**config.mk**
```make
export PLATFORM = sky130hd
export DESIGN_NAME = gf180mcu_fd_sc_mcu9t5v0__nor_tree_pipe
export DESIGN_NICKNAME = d
export VERILOG_FILES = /design/src/rtl/gf180mcu_fd_sc_mcu9t5v0__nor_tree_pkg.sv /design/src/rtl/gf180mcu_fd_sc_mcu9t5v0__nor_tree_stage.sv /design/src/rtl/gf180mcu_fd_sc_mcu9t5v0__nor_tree_pipe.sv
export SDC_FILE = /design/constraint.sdc
export NUM_CORES = 1
export LEC_CHECK = 0
export ABC_AREA = 1
export BUFFER_PORTS_ARGS = -buffer_cell sky130_fd_sc_hd__buf_2
export CAP_MARGIN = 40
export CORE_MARGIN = 2
export CORE_UTILIZATION = 44
export CTS_CLUSTER_SIZE = 14
export DETAILED_ROUTE_END_ITERATION = 7
export GPL_ROUTABILITY_DRIVEN = 1
export GPL_TIMING_DRIVEN = 0
export MAX_ROUTING_LAYER = met4
export PLACE_DENSITY = 0.82
export SKIP_CTS_REPAIR_TIMING = 1
export SLEW_MARGIN = 5
export SYNTH_ARGS = -nofsm -noshare
export SYNTH_HDL_FRONTEND = slang
export SYNTH_SLANG_ARGS = --single-unit
```
**constraint.sdc**
```tcl
create_clock -name CLK -period 2.4 [get_ports CLK]
set_clock_uncertainty 0.05 [all_clocks]
set_input_delay 0 -clock CLK [delete_from_list [all_inputs] [get_ports CLK]]
set_output_delay 0 -clock CLK [all_outputs]
set_load 0.02 [all_outputs]
```
**src/rtl/gf180mcu_fd_sc_mcu9t5v0__nor_tree_pkg.sv**
```systemverilog
// Shared definitions for the pipelined wide NOR/OR reduction tree.
//   RADIX     : fan-in of every OR level
//   MODE_*    : encoding of the per-transaction output polarity
//   clog4()   : number of pipeline levels needed for a given width
//   w()       : per-channel output width of level k for a given input width
package gf180mcu_fd_sc_mcu9t5v0__nor_tree_pkg;

  localparam int RADIX = 4;

  localparam logic MODE_NOR = 1'b0;
  localparam logic MODE_OR  = 1'b1;

  // Smallest S with RADIX**S >= width, never less than one level.
  function automatic int clog4(input int width);
    int span;
    int stages;
    span   = 1;
    stages = 0;
    while (span < width) begin
      span   = span * RADIX;
      stages = stages + 1;
    end
    return (stages < 1) ? 1 : stages;
  endfunction

  // ceil(width / RADIX**(k+1)); k = -1 yields the raw input width, which
  // lets the top describe the input of level 0 with the same formula.
  function automatic int w(input int width, input int k);
    int div;
    div = 1;
    for (int i = 0; i <= k; i++) begin
      div = div * RADIX;
    end
    return (width + div - 1) / div;
  endfunction

endpackage

```
**src/rtl/gf180mcu_fd_sc_mcu9t5v0__nor_tree_stage.sv**
```systemverilog
// One level of the reduction tree: ORs each group of RADIX input bits per
// channel (a short last group is padded with zeros), then registers the
// result together with the valid bit and the MODE bit that travel with it.
// The final level folds the output polarity into its data register.
//   CLK, RST   : clock, asynchronous active-high reset
//   en         : load enable from the ready chain
//   in_valid   : valid bit from the previous level (or I_VALID)
//   in_mode    : MODE bit from the previous level (or MODE)
//   in_data    : CHANNELS x IN_W bits, channel c at [c*IN_W +: IN_W]
//   out_valid  : registered valid bit of this level
//   out_mode   : registered MODE bit of this level
//   out_data   : CHANNELS x OUT_W registered OR (or final NOR/OR) bits
module gf180mcu_fd_sc_mcu9t5v0__nor_tree_stage
  import gf180mcu_fd_sc_mcu9t5v0__nor_tree_pkg::*;
#(
  parameter int  IN_W     = 16,
  parameter int  CHANNELS = 2,
  parameter bit  FINAL    = 1'b0,
  localparam int OUT_W    = (IN_W + RADIX - 1) / RADIX
) (
  input  logic                      CLK,
  input  logic                      RST,
  input  logic                      en,
  input  logic                      in_valid,
  input  logic                      in_mode,
  input  logic [CHANNELS*IN_W-1:0]  in_data,
  output logic                      out_valid,
  output logic                      out_mode,
  output logic [CHANNELS*OUT_W-1:0] out_data
);

  localparam int PAD_W = OUT_W * RADIX;

  logic [PAD_W-1:0]          padded [CHANNELS];
  logic [CHANNELS*OUT_W-1:0] reduced;
  logic [CHANNELS*OUT_W-1:0] data_d;

  // Zero is the OR identity, so padding the short last group is harmless.
  // NOTE: every variable written here gets a default first; a path that
  // leaves one unassigned would infer a latch.
  always_comb begin
    for (int c = 0; c < CHANNELS; c++) begin
      padded[c]           = '0;
      padded[c][IN_W-1:0] = in_data[c*IN_W +: IN_W];
    end
  end

  always_comb begin
    reduced = '0;
    for (int c = 0; c < CHANNELS; c++) begin
      for (int g = 0; g < OUT_W; g++) begin
        reduced[c*OUT_W + g] = |padded[c][g*RADIX +: RADIX];
      end
    end
    // Only the last level applies the polarity; inner levels stay plain OR.
    data_d = (FINAL && (in_mode == MODE_NOR)) ? ~reduced : reduced;
  end

  // NOTE: the data registers are reset too, not just the valid bit, so ZN
  // reads as zero during and right after reset instead of stale data.
  // NOTE: state is updated with non-blocking assignments so every level
  // samples its neighbour's pre-edge value.
  always_ff @(posedge CLK or posedge RST) begin
    if (RST) begin
      out_valid <= 1'b0;
      out_mode  <= MODE_NOR;
      out_data  <= '0;
    end else if (en) begin
      out_valid <= in_valid;
      out_mode  <= in_mode;
      out_data  <= data_d;
    end
  end

endmodule

```
**src/rtl/gf180mcu_fd_sc_mcu9t5v0__nor_tree_pipe.sv**
```systemverilog
// Pipelined multi-channel wide NOR/OR reduction with valid/ready handshake.
// Each of CHANNELS WIDTH-bit vectors is reduced through clog4(WIDTH) radix-4
// OR levels, one register per level; the last level applies MODE
// (0 = NOR, 1 = OR). All channels share one valid/ready path.
//   CLK, RST : clock, asynchronous active-high reset
//   A        : operands, channel c at A[c*WIDTH +: WIDTH]
//   MODE     : output polarity, sampled with A
//   I_VALID  : operands valid;  I_READY : block accepts operands
//   ZN       : result bit per channel; O_VALID : ZN valid
//   O_READY  : downstream accepts ZN
module gf180mcu_fd_sc_mcu9t5v0__nor_tree_pipe
  import gf180mcu_fd_sc_mcu9t5v0__nor_tree_pkg::*;
#(
  parameter int WIDTH    = 16,
  parameter int CHANNELS = 2
) (
  input  logic                      CLK,
  input  logic                      RST,
  input  logic [CHANNELS*WIDTH-1:0] A,
  input  logic                      MODE,
  input  logic                      I_VALID,
  output logic                      I_READY,
  output logic [CHANNELS-1:0]       ZN,
  output logic                      O_VALID,
  input  logic                      O_READY
);

  localparam int STAGES = clog4(WIDTH);

  logic [STAGES-1:0] v_q;
  logic [STAGES-1:0] en;

  // Ready chain, walked from the output back to the input: a level may load
  // when it is empty or when the level after it is loading, so bubbles
  // collapse and a full pipeline can drain and fill in the same cycle.
  always_comb begin
    en           = '0;
    en[STAGES-1] = !v_q[STAGES-1] | O_READY;
    for (int k = STAGES - 2; k >= 0; k--) begin
      en[k] = !v_q[k] | en[k+1];
    end
  end

  assign I_READY = en[0] & !RST;

  for (genvar k = 0; k < STAGES; k++) begin : gen_lvl
    localparam int IN_W  = w(WIDTH, k - 1);
    localparam int OUT_W = w(WIDTH, k);

    logic [CHANNELS*IN_W-1:0]  in_data;
    logic                      in_valid;
    logic                      in_mode;
    logic [CHANNELS*OUT_W-1:0] data_q;
    logic                      valid_q;
    logic                      mode_q;

    if (k == 0) begin : g_head
      assign in_data  = A;
      assign in_valid = I_VALID;
      assign in_mode  = MODE;
    end else begin : g_body
      assign in_data  = gen_lvl[k-1].data_q;
      assign in_valid = gen_lvl[k-1].valid_q;
      assign in_mode  = gen_lvl[k-1].mode_q;
    end

    gf180mcu_fd_sc_mcu9t5v0__nor_tree_stage #(
      .IN_W     (IN_W),
      .CHANNELS (CHANNELS),
      .FINAL    (k == STAGES - 1)
    ) u_stage (
      .CLK       (CLK),
      .RST       (RST),
      .en        (en[k]),
      .in_valid  (in_valid),
      .in_mode   (in_mode),
      .in_data   (in_data),
      .out_valid (valid_q),
      .out_mode  (mode_q),
      .out_data  (data_q)
    );

    assign v_q[k] = valid_q;
  end

  // The last level's width is always one bit per channel.
  assign ZN      = gen_lvl[STAGES-1].data_q;
  assign O_VALID = v_q[STAGES-1];

  // The last MODE register has already been folded into ZN; nothing reads it.
  logic unused_last_mode;
  assign unused_last_mode = gen_lvl[STAGES-1].mode_q;

endmodule

```
==> flow_summary.toml, run 1 <==
[sta]
rsz0062_at_grt = "false"
worst_pin_slew_ns = 0.5047
min_period_ns = 1.927
slew_viol_final = 0
max_freq_mhz = 518.9
final_hold_viol_count = 2
worst_slack_ns = 0.4728
max-slew-margin-rel_pct = 66.32
period_share_pct = 80.30
whs_ns = -0.01950
fin_setup_tns_ns = 0
setup_viol = 0

[final_layout]
n_fill_cell = 75
antennaDiodeCount = 0
fin_nets = 194
syn2layout_area_growth_pct = 69.47
stdcell_area_mm2 = 0.001111
drive_gt1_share_pct = 31.41
layout.cells.non_filler = 171
postLayoutCoreUtil_pct = 82.30

[placed_design]
dpl-instance-area_um2 = 874.6
post-place-ws_ns = 1.372
place.gp.congestion = 0.7498
hpwl_mm = 1.039
io_buffer_count = 40
post-place-cells = 146

[die]
placeableCoreArea_mm2 = 0.001350
die_width_um = 42.60
die-area_mm2 = 0.001815
start_util_pct = 48.56
die_y_um = 42.60
rows = 13
ios = 41

[power_and_ir_drop]
leakage_nw = 0.5991
total_power_uw = 518.6
peakVddDrop_v = 0.0003236
powerDensity_mw_per_mm2 = 466.8

[setup_path]
reg2reg_slack_ns = 1.35
arrival_ns = 2.05
critPathKind = "input port to register"
rr_endpoint = "gen_lvl[0].u_stage.out_data[1]"
timing.rr.start = "gen_lvl[1].u_stage.out_valid"
cp-end-kind = "register"
worst_setup_path_start_kind = "input port"
worstPathMaxFanout = 1
crit_required_ns = 2.52
reg2reg_depth = 6

[worst_hold_path]
hp-start = "A[12]"
hold_depth = 5
hold_end = "gen_lvl[0].u_stage.out_data[3]"
hp-class = "input port to register"

[synth]
synth_edf_count = 0
yosysMostFrequentCell = "nand2_1"
synth-xor-area-share_pct = 0
synthMuxAreaShare_pct = 0
ys.flop_type = "dfrtp_1"
yosysUniqueCellTypes = 12
netlist_instances = 91
synth_top_family_by_area = "simple AND/OR/NAND/NOR gates"
synth.net_count = 128
async_reset_ff_share_pct = 100.0
syn_area_per_cell_um2 = 7.205
synth-simple-area-share_pct = 43.89
netlist.area_leader.share_pct = 49.62
synth_commonest_cells = "42 x nand2_1, 20 x nor2_1, 13 x dfrtp_1"
synth.area.top_cells = "dfrtp_1 50%, nand2_1 24%, nor2_1 11%, nand3_1 3.1%, inv_1 2.9%"
synth_warnings = 0
yosysSeqAreaShare_pct = 49.62
yosys_register_bits = 13
synth_adder_area_share_pct = 0
synth_largest_area_cell = "dfrtp_1"
synth_compound_area_share_pct = 1.336
syn_area_um2 = 655.6

[outcome]
violations = "hold timing"
outcome = "finished with violations"

[clocking]
cts_buffer_depth = 2
cts_tree = "yes"
clock_latency_ns = 0.27
cts_buffers = 3
cts.sinks = 13
clk_root_buffer_cell = "clkbuf_4"
cts-htree-levels = 1
clk_pin_slew_ns = 0.08

[routing]
wirelength_mm = 1.794
drt_first_pass_iters = 5
drt-initial-drc-count = 17
wl_per_cell_um = 10.49
vias = 781
viasPerCell = 4.567
antenna_left = 0
drc = 0

[global_routing]
antenna_found_initial = 0
grt_pass1_vias = 613
grt_pass1_wl_mm = 2.201
overflow = 0
grt_start_max_net_pins = 15
grt.total_usage_pct = 16.64

[job]
maxCapViolations = 0
power breakdown:
part           internal [mW]  leakage [nW]  switching [mW]
clock network         0.0643        0.0150          0.0684
logic                 0.0676         0.445          0.0647
registers              0.241         0.139          0.0123
total                  0.373         0.599           0.145
registers in the layout (all words and copies together) (netlist names):
register / flops
gen_lvl.u_stage.out_mode: 1
gen_lvl.u_stage.out_valid: 2
gen_lvl.u_stage.out_data: 10
worst max-delay path by stage:
stage                                                 to  depth (start not counted)                    startpoint
after floorplan           gen_lvl[0].u_stage.out_data[0]                          6  gen_lvl[1].u_stage.out_valid
after global placement                           I_READY                          7  gen_lvl[1].u_stage.out_valid
after detailed placement                         I_READY                          7  gen_lvl[1].u_stage.out_valid
after CTS                                        I_READY                          7  gen_lvl[1].u_stage.out_valid
after global routing      gen_lvl[0].u_stage.out_data[6]                          8                         A[24]
final                     gen_lvl[0].u_stage.out_data[4]                          8                         A[18]
cell type report:
type                    count  area [µm²]  share of cell area (%)
well taps                  15       18.77                   1.689
plain buffers               1       11.26                   1.014
clock buffers               4       26.28                   2.365
flip-flops and latches     13       325.3                   29.28
multi-input cells          71       296.5                   26.69
inverters                   6       22.52                   2.027
repair buffers             61       410.4                   36.94
worst max-delay path: stages:
cell	delay (ns)
dlygate4sd3_1	0.53
buf_2	0.12
nor2_1	0.08
dlygate4sd3_1	0.55
nand2_1	0.07
dlygate4sd3_1	0.58
nand2_1	0.07
nand2_1	0.05
cells in the final DEF, fill, tap and decap left out, drive strengths merged:
cell | Yosys | routed
buf | 1 | 41
dlygate4sd3 | 0 | 21
nand2 | 43 | 43
nor2 | 21 | 21
inv | 6 | 6
o21ai | 1 | 1
or2 | 2 | 2
dfrtp | 13 | 13
clkbuf | 0 | 4
nand3 | 4 | 4
cell families after synthesis:
group / count (synthesis)
simple gates: 70
flops: 13
buf+inv: 7
compound gates: 1
metal layers:
metal / up-vias / GRT usage [%] / routed length [µm]
met2: 36 / 30.46 / 1010
met3: 0 / 5.172 / 128
met1: 343 / 16.44 / 655
met5: - / - / 0
met4: 0 / 5.625 / 0
li1: 402 / - / -
No activity file was read; power rests on OpenSTA's default activity.
==> inputs of run 2 (changes only) <==
--- a/config.mk
+++ b/config.mk
@@ -9,13 +9,13 @@
 export BUFFER_PORTS_ARGS = -buffer_cell sky130_fd_sc_hd__buf_2
 export CAP_MARGIN = 40
 export CORE_MARGIN = 2
-export CORE_UTILIZATION = 44
+export CORE_UTILIZATION = 36
 export CTS_CLUSTER_SIZE = 14
 export DETAILED_ROUTE_END_ITERATION = 7
 export GPL_ROUTABILITY_DRIVEN = 1
 export GPL_TIMING_DRIVEN = 0
 export MAX_ROUTING_LAYER = met4
-export PLACE_DENSITY = 0.82
+export PLACE_DENSITY = 0.72
 export SKIP_CTS_REPAIR_TIMING = 1
 export SLEW_MARGIN = 5
 export SYNTH_ARGS = -nofsm -noshare
==> constraint.sdc (replaced) <==
create_clock -name CLK -period 1.7 [get_ports CLK]
set_clock_uncertainty 0.05 [all_clocks]
set_input_delay 0 -clock CLK [delete_from_list [all_inputs] [get_ports CLK]]
set_output_delay 0 -clock CLK [all_outputs]
set_load 0.02 [all_outputs]
==> flow_summary.toml, run 2 (synthesized netlist as in run 1, its figures left out) <==
[outcome]
outcome = "finished with violations"
violations = "hold timing"

[sta]
max-slew-margin-rel_pct = 66.89
slew_viol_final = 0
fin_setup_tns_ns = 0
setup_viol = 0
period_share_pct = 82.07
rsz0062_at_grt = "false"
worst_pin_slew_ns = 0.4961
final_hold_viol_count = 3
min_period_ns = 1.395
max_freq_mhz = 716.7
whs_ns = -0.04449
worst_slack_ns = 0.3048

[setup_path]
path_common_cell = "nand2_1"
crit_required_ns = 1.82
cp-end-kind = "register"
cp_cell_sequence = "dlygate4sd3_1 -> buf_2 -> nor2_1 -> dlygate4sd3_1 -> nand2_1 -> nand2_1 -> nand2_1"
arrival_ns = 1.51
worst_setup_path_start_kind = "input port"
worstPathMaxFanout = 1
max_stage_delay_ns = 0.58
crit_path_top_delay_cell = "dlygate4sd3_1"
critPathKind = "input port to register"

[global_routing]
use_met3_pct = 4.706
overflow = 0
grt_use_met2_pct = 23.89
grt_start_max_net_pins = 15
antenna_found_initial = 0
grt.total_usage_pct = 13.46
use_met1_pct = 14.18
grt_pass1_vias = 573
grt_pass1_wl_mm = 2.035
grt.busiest_layer = "met2"

[die]
ios = 41
start_util_pct = 37.97
die_width_um = 46.68
die-area_mm2 = 0.002179
rows = 15
die_y_um = 46.68
placeableCoreArea_mm2 = 0.001727

[clocking]
clk_root_buffer_cell = "clkbuf_4"
clk_pin_slew_ns = 0.07
cts_buffer_depth = 2
cts_tree = "yes"
cts_buffers = 3
clock_latency_ns = 0.27
cts-htree-levels = 1
cts.sinks = 13

[routing]
drt-initial-drc-count = 16
wirelength_mm = 1.883
drt_first_pass_iters = 4
drc = 0
vias = 803
wl_per_cell_um = 10.07
viasPerCell = 4.294
antenna_left = 0

[final_layout]
drive_gt1_share_pct = 30.25
largest_register_ffs = 10
layout_commonest_cell = "nand2_1"
postLayoutCoreUtil_pct = 68.55
antennaDiodeCount = 0
top_regs = "gen_lvl.u_stage.out_data x10, gen_lvl.u_stage.out_valid x2, gen_lvl.u_stage.out_mode x1"
layout_common_cells = "42 x nand2_1, 40 x buf_2, 27 x dlygate4sd3_1"
fin_nets = 200
largest_register = "gen_lvl.u_stage.out_data"
stdcell_area_mm2 = 0.001184
syn2layout_area_growth_pct = 80.54

[placed_design]
hpwl_mm = 1.095
io_buffer_count = 40
place.gp.congestion = 0.7618
post-place-ws_ns = 0.6576
dpl-instance-area_um2 = 887.1

[power_and_ir_drop]
peakVddDrop_v = 0.0004885
powerDensity_mw_per_mm2 = 628.6
leakage_nw = 0.6473

[job]
maxCapViolations = 0

[worst_hold_path]
hp-class = "input port to register"
run 2: cell count changes in the layout (fill, tap and decap cells not counted), sizes merged:
cell	delta
dlygate4sd3	+6
run 2: where the power goes:
part	leakage, nW	switching [mW]	internal (mW)
clock	0.0150	0.0927	0.0910
sequential	0.139	0.0171	0.341
combinational	0.493	0.0936	0.109
total	0.647	0.203	0.541
run 2: worst paths after layout:
kind,from,end,slack [ns],cells after the start
max in group asynchronous,RST,gen_lvl[0].u_stage.out_data[1],1.03,3
worst min-delay path,A[12],gen_lvl[0].u_stage.out_data[3],-0.04,5
worst max register to register,gen_lvl[1].u_stage.out_valid,gen_lvl[0].u_stage.out_valid,0.66,5
min in group asynchronous,RST,gen_lvl[0].u_stage.out_valid,0.24,3
worst min register to register,gen_lvl[0].u_stage.out_data[6],gen_lvl[0].u_stage.out_data[6],0.43,2
worst max-delay path,A[22],gen_lvl[0].u_stage.out_data[5],0.30,7
run 2: worst max-delay path: cells and delay by family:
family / cells / cell delay [ns]
buffers and inverters: 3 / 1.23
AND/OR/NAND/NOR: 4 / 0.28
run 2: metal layers:
layer	vias up	wire [µm]	part of all wire, %
met4	0	50	2.7
met1	343	666	35
met2	39	1026	54
met5	-	0	0
li1	415	-	-
met3	6	140	7.4
run 2: layout make-up:
| type | instances | area [µm²] |
|---|---|---|
| fill | 144 | 543.0 |
| multi-input combinational | 71 | 296.5 |
| sequential | 13 | 325.3 |
| tap | 25 | 31.28 |
| clock buffer | 4 | 26.28 |
| buffer | 1 | 11.26 |
| timing repair buffer | 67 | 470.5 |
| inverter | 6 | 22.52 |
run 2: metrics by stage:
| stage | hold slack [ns] | std cells | total power [mW] |
|---|---|---|---|
| 3_3_place_gp | -0.01000 | 156 | 0.5090 |
| 3_5_place_dp | 0.0007490 | 156 | 0.5153 |
| 2_1_floorplan | -0.1648 | 91 | 0.4494 |
| 5_1_grt | 0.002166 | 187 | 0.7938 |
| 4_1_cts | -0.2938 | 160 | 0.7005 |
| 6_report | -0.04449 | 187 | 0.7440 |
